**config.mk**
```make
export PLATFORM = sky130hd
export DESIGN_NAME = otp_keystream_gen
export DESIGN_NICKNAME = d
export VERILOG_FILES = /design/src/rtl/otp_keystream_gen.sv
export SDC_FILE = /design/constraint.sdc
export NUM_CORES = 1
export LEC_CHECK = 0
export CAP_MARGIN = 5
export CORE_ASPECT_RATIO = 0.8
export CORE_MARGIN = 2
export CORE_UTILIZATION = 53
export CTS_CLUSTER_DIAMETER = 30
export DETAILED_ROUTE_END_ITERATION = 8
export PLACE_DENSITY = 0.84
export REMOVE_ABC_BUFFERS = 1
export SLEW_MARGIN = 20
export SYNTH_ARGS = -nofsm -noshare
export SYNTH_HDL_FRONTEND = slang
export SYNTH_SLANG_ARGS = --single-unit
```
**constraint.sdc**
```tcl
create_clock -name clk -period 4.2 [get_ports clk]
set_clock_uncertainty 0.2 [all_clocks]
set_input_delay 0.84 -clock clk [delete_from_list [all_inputs] [get_ports clk]]
set_output_delay 0.84 -clock clk [all_outputs]
set_load 0.01 [all_outputs]
```
**src/rtl/otp_keystream_gen.sv**
```systemverilog
// Galois-LFSR key word source with a valid/ready handshake and a per-seed word budget.
// Optional seed-reuse guard: define OTP_SEED_REUSE_GUARD_EN to add last_seed tracking and seed_err.
module otp_keystream_gen #(
    parameter int                N         = 2,
    parameter int                LFSR_W    = 16,
    parameter logic [LFSR_W-1:0] TAPS      = 16'hB400,
    parameter int                MAX_WORDS = 1024,
    parameter int                CNT_W     = 11
) (
    input  logic              clk,
    input  logic              rst,
    input  logic              seed_load,
    input  logic [LFSR_W-1:0] seed,
    input  logic              key_ready,
    output logic              key_valid,
    output logic [N-1:0]      key,
    output logic [CNT_W-1:0]  words_used,
    output logic              exhausted,
    output logic              busy
`ifdef OTP_SEED_REUSE_GUARD_EN
    ,
    output logic              seed_err
`endif
);
    localparam int FW = (N > 1) ? $clog2(N) : 1;

    typedef enum logic [1:0] {st_idle, st_fill, st_valid, st_exh} state_t;

    state_t            state, state_d;
    logic [LFSR_W-1:0] lfsr, eff_seed, lfsr_step;
    logic [FW-1:0]     fill_cnt;
    logic [N-1:0]      key_nx;
    logic              load_ok, hs, last_fill;

    // An all-zero state would lock the LFSR, so a zero seed is promoted to 1.
    assign eff_seed  = (seed == '0) ? LFSR_W'(1) : seed;
    assign lfsr_step = (lfsr >> 1) ^ (lfsr[0] ? TAPS : '0);
    assign last_fill = (fill_cnt == FW'(N - 1));
    assign hs        = (state == st_valid) && key_ready;

    generate
        if (N == 1) begin : g_key1
            assign key_nx = lfsr[0];
        end else begin : g_keyn
            assign key_nx = {key[N-2:0], lfsr[0]};
        end
    endgenerate

`ifdef OTP_SEED_REUSE_GUARD_EN
    logic [LFSR_W-1:0] last_seed;
    logic              reject;

    // Reloading the same seed after it has produced words would replay key material.
    assign reject  = seed_load && (eff_seed == last_seed) && (words_used != '0);
    assign load_ok = seed_load && !reject;

    always_ff @(posedge clk) begin
        if (rst) begin
            last_seed <= '0;
            seed_err  <= 1'b0;
        end else begin
            seed_err <= reject;
            if (load_ok) last_seed <= eff_seed;
        end
    end
`else
    assign load_ok = seed_load;
`endif

    always_ff @(posedge clk) begin
        if (rst) state <= st_idle;
        else     state <= state_d;
    end

    always_comb begin
        state_d = state;
        case (state)
            st_fill:  if (last_fill) state_d = st_valid;
            st_valid: if (key_ready)
                          state_d = (words_used == CNT_W'(MAX_WORDS - 1)) ? st_exh : st_fill;
            default:  ;
        endcase
        // A load overrides any same-cycle handshake; that word is dropped uncounted.
        if (load_ok) state_d = st_fill;
    end

    always_ff @(posedge clk) begin
        if (rst) begin
            lfsr       <= '0;
            key        <= '0;
            fill_cnt   <= '0;
            words_used <= '0;
        end else if (load_ok) begin
            lfsr       <= eff_seed;
            fill_cnt   <= '0;
            words_used <= '0;
        end else begin
            if (state == st_fill) begin
                lfsr     <= lfsr_step;
                key      <= key_nx;
                fill_cnt <= last_fill ? '0 : fill_cnt + FW'(1);
            end
            if (hs && (words_used != CNT_W'(MAX_WORDS)))
                words_used <= words_used + CNT_W'(1);
        end
    end

    assign key_valid = (state == st_valid);
    assign busy      = (state == st_fill);
    assign exhausted = (state == st_exh);
endmodule
```
* Word-level counts from Yosys, hierarchy flattened *
Cells that the tools add are included.

word-level totals
  bits in registers = 32
  output and inout bits = 16
  word-level logic and storage cells = 39

cells by class
  $add $sub $neg = 2
  equality and inequality tests = 9
  mux-type cells = 10
  bitwise gates (word level) = 2
  reduce and logical (&&, ||, !) cells = 10

operators with widths
  kind                                                   number
  two-way mux 16 bit                                     4
  logical NOT 16 bit                                     1
  XOR 15 x 16 -> 16 bit                                  1
  adder 11 x 1 -> 11 bit, second input constant          1
  equality test 11 x 10 -> 1 bit, second input constant  1
  != test 11 bit, second input constant                  1
  two-way mux 2 bit                                      3
  AND reduction 3 bit                                    2
  equality test 2 bit, second input constant             2
  one-hot mux 2 bit (2 select lines)                     1
  nonzero test 2 bit                                     2
  != test 3 x 2 -> 1 bit, second input constant          1
  != test 3 bit, second input constant                   1
  nonzero test 3 bit                                     1
  equality test 2 x 1 -> 1 bit, second input constant    1
  logical AND 1 bit                                      2
  two-way mux 1 bit                                      2
  != test 2 x 1 -> 1 bit, second input constant          1
  != test 2 bit, second input constant                   1
  AND reduction 2 bit                                    1
  OR reduction 2 bit                                     1
  adder 1 bit, second input constant                     1
  inverter 1 bit                                         1

* Logic depth before layout (Yosys ltp) *
  word-level depth = 5
  mapped depth = 7
  gate-level depth less buffers = 6

* Least setup slack after synthesis *
Ideal clock, no wire load.

  kind = input -> register
  start point = in seed[10]
  end point = reg lfsr[15]
  data arrival time = 1.677 ns
  data required time = 3.870 ns
  slack = 2.193 ns
  stages = 5
  path through = nor4_1 a41oi_1 clkbuf_1 nand2_1 o21ai_0

between the ends
  longest elaborated chain between the ends = 3

ends and longest elaborated chain
  item                    RTL line  text
  start: declaration      13        input logic [LFSR_W-1:0] seed,
  logical NOT 16 bit      36        assign eff_seed = (seed == '0) ? LFSR_W'(1) : seed;
  two-way mux 16 bit      36
  two-way mux 16 bit      93        end else if (load_ok) begin
  end signal: assignment  94        lfsr <= eff_seed;
  end signal: assignment  99        lfsr <= lfsr_step;
  end: declaration        30        logic [LFSR_W-1:0] lfsr, eff_seed, lfsr_step;

Every way passes these cells.
A chain may end at the register's enable or synchronous reset.

* Worst setup path after layout *
  start point = reg state[0]
  end point = out busy

between the ends
  longest elaborated chain between the ends = 1

ends and longest elaborated chain
  item                          RTL line  text
  start: declaration            29        state_t state, state_d;
  start signal: assignment      71        if (rst) state <= st_idle;
  start signal: assignment      72        else state <= state_d;
  equality test 2 x 1 -> 1 bit  109       assign busy = (state == st_fill);
  end: declaration              19        output logic busy

Every way passes these cells.

==> run_results.csv <==
group,metric,value,unit
sta,slew_headroom,32.0,%
clocking,postCtsResizedCells,0,
finish,n_fill_cell,214,
placement,dp_hpwl,2530,µm
sta,fmax,351,MHz
grt,grt_pass1_wl,5430,µm
synth,syn_area,1560,µm²
grt,grt_usage,22.2,%
critical_path,max_stage_delay,0.60,ns
synth,synth_cells,179,
die,core.rowCount,17,
grt,grt.overflow.total,0,
synth,yosysMostFrequentCell,"dfxtp_1",
finish,multi_input_area,850,µm²
clocking,cts_made_buffers,5,
synth,ys_seq_area_share,41.0,%
power_and_ir_drop,peakVddDrop,285,µV
critical_path,arrival,1.81,ns
power_and_ir_drop,pwr-share-clk,37.9,%
finish,diodes,0,
power_and_ir_drop,leakagePower,0.726,nW
power_and_ir_drop,powerDensity,320,nW/µm²
critical_path,cp.required,3.16,ns
sta,period_share,67.9,%
detailed_routing,wl,3480,µm
synth,synthArstFlopShare,0,%
min_path,holdCritStartpoint,"key[1]",
placement,placed_cell_area,1910,µm²
status,status,"completed",
finish,finalInstanceArea,2010,µm²
die,initial_core_util,56.0,%
synth,synth_commonest_cells,"dfxtp_1, nor2_1, mux2i_1",
critical_path,cp_cell_sequence,"nor2b_2 -> buf_4 -> clkdlybuf4s50_1",
detailed_routing,routed_via_density,5.55,
synth,synth_top_area_share,41.0,%
synth,synth_enable_flop_cells,0,
critical_path,reg2reg_from,"state[0]",
sta,fin_crit,2.85,ns
clocking,htreeDepth,2,
clocking,cts_hold_buffers,0,
clocking,root_buffer,"clkbuf_8",
grt,antenna_found_initial,0,
grt,grt_pass1_vias,1221,
die,die_x,64.7,µm
clocking,worst_skew_pair.late_latency,0.29,ns
sta,rsz0062_at_grt,"false",
synth,synth-seq-cells,32,
detailed_routing,vias,1383,
min_path,min_path_cells,2,
critical_path,crit_type,"register to output port",
clocking,cts_tree,"built",
synth,ys_types,38,
clocking,cts.sinks,32,
critical_path,cpMaxStageDelayCell,"clkdlybuf4s50_1",
sta,drv_slew,0,
clocking,cts.reportedPaths.clkPinSlew,0.07,ns
critical_path,r2r-end,"key[1]",
critical_path,r2r_cells,5,
detailed_routing,first_pass_iters,4,
critical_path,start_kind,"register",
sta,tightestPinTransition,1.01,ns
detailed_routing,drc,0,
sta,whs,0.312,ns
sta,report.final.setup_viol,0,
placement,place_congestion,0.852,
synth,synth_area_leaders,"dfxtp_1, mux2i_1, o21ai_0",
critical_path,cp_max_fo,23,
critical_path,r2r_slack,2.38,ns
sta,finalSetupTns,0,ns
sta,hold_viol,0,
run,drv_cap,0,
detailed_routing,drtAntennaViolNets,0,
power_and_ir_drop,share_comb_of_total_power,11.5,%
critical_path,cp-end-kind,"output port",
synth,yosysTopAreaCell,"dfxtp_1",
min_path,hold_path.class,"register to register",
detailed_routing,drtIter0Drc,64,
clocking,cts_setup_buffers,0,
synth,ys.flop_type,"dfxtp_1",
clocking,clock_path_buffers,2,
grt,grt_max_degree,26,
die,chipHeight,52.6,µm
finish,layout.nets,232,
min_path,min_to,"key[1]",
die,dieArea,3400,µm²
power_and_ir_drop,power_switching,157,µW
finish,layout-drive-gt1-share,8.53,%
synth,synth_warnings,0,
power_and_ir_drop,seqPwrFrac,50.6,%
finish,area_growth,28.5,%
detailed_routing,wl_per_cell,14.0,µm
placement,numPortBuffers,35,
power_and_ir_drop,intPower,486,µW
power_and_ir_drop,sw_frac_of_total,24.4,%
finish,seq_area,641,µm²
die,io_pins,36,
die,core_area,2790,µm²
synth,avgSynthCellArea,8.72,µm²
[power groups by stage]
stage / Combinational [mW] / Sequential (mW) / Clock (mW)
6_report: 0.0739 / 0.325 / 0.244
5_1_grt: 0.0806 / 0.327 / 0.262
4_1_cts: 0.0735 / 0.325 / 0.249
3_5_place_dp: 0.0726 / 0.332 / 0
3_3_place_gp: 0.0705 / 0.331 / 0
2_1_floorplan: 0.0393 / 0.330 / 0
[logic make-up (layout without fill, tap and decap cells)]
group	count (synthesis)	count (layout)	synth area share [%]
and+or+nand+nor	70	70	24.9
DFF	32	32	41.0
AOI/OAI and AO/OA	31	31	11.1
xor gates and xnor gates	10	10	5.61
buffers and inverters	17	49	4.73
adders and majority gates	2	2	1.60
muxes	17	17	11.1
[metal layers]
metal  vias up  share of wire [%]  track usage, %
li1        690                  -               -
met1       652                 44            26.6
met2        34                 49            35.4
met3         7                5.1            6.02
met4         0                2.1            14.5
met5         -                  0               0
[worst max-delay path, delay by kind of cell, from the launching register on]
kind | cells | cell delay [ns]
and+or+nand+nor | 1 | 0.18
buffers and inverters | 2 | 0.91
DFF | 1 | 0.43
[metrics by stage]
stage | instances | setup WS (ns) | util, % | total power, mW
6_report | 249 | 1.35 | 72.0 | 0.643
5_1_grt | 249 | 1.22 | 72.0 | 0.669
2_1_floorplan | 167 | 1.49 | - | 0.369
3_3_place_gp | 241 | 1.26 | 68.7 | 0.402
4_1_cts | 249 | 1.35 | 72.0 | 0.648
3_5_place_dp | 241 | 1.19 | 68.7 | 0.405
[cells in the final DEF, fill, tap and decap left out, drive strengths merged]
master,count
nor2,16
dfxtp,32
nand2,14
and4,1
o31a,1
mux2i,15
a211oi,1
and4b,2
o21ai,14
mux2,2
nor2b,3
nand3,5
nor4,5
buf,1
a311oi,1
a41oi,1
and3b,1
nand4,4
and2,3
or3,1
clkbuf,6
ha,2
xor2,6
or2,1
clkinv,2
xnor2,4
nand4b,2
a31oi,2
nand3b,1
clkdlybuf4s50,35
nand2b,1
a21oi,11
nor3,9
inv,5
and3,1
[cell type report]
type,count,area share [%]
clock buffers,6,4.11
clock inverters,2,0.499
inverters,5,0.935
multi-input cells,130,42.3
flip-flops and latches,32,31.9
well taps,38,2.37
repair buffers,36,17.8
[flip-flops by register name, summed over array words and instances, names as in the netlist]
name and count:
fill_cnt 1, lfsr 16, state 2, words_used 11, key 2
[how the worst max path moves through the flow]
stage,cells past startpoint,startpoint,to
6_report,3,state[0],busy
5_1_grt,3,state[0],busy
4_1_cts,3,state[0],busy
3_5_place_dp,4,seed_load,words_used[10]
3_3_place_gp,4,seed_load,words_used[10]
2_1_floorplan,1,state[0],busy
(Power assumes the default switching activity.)
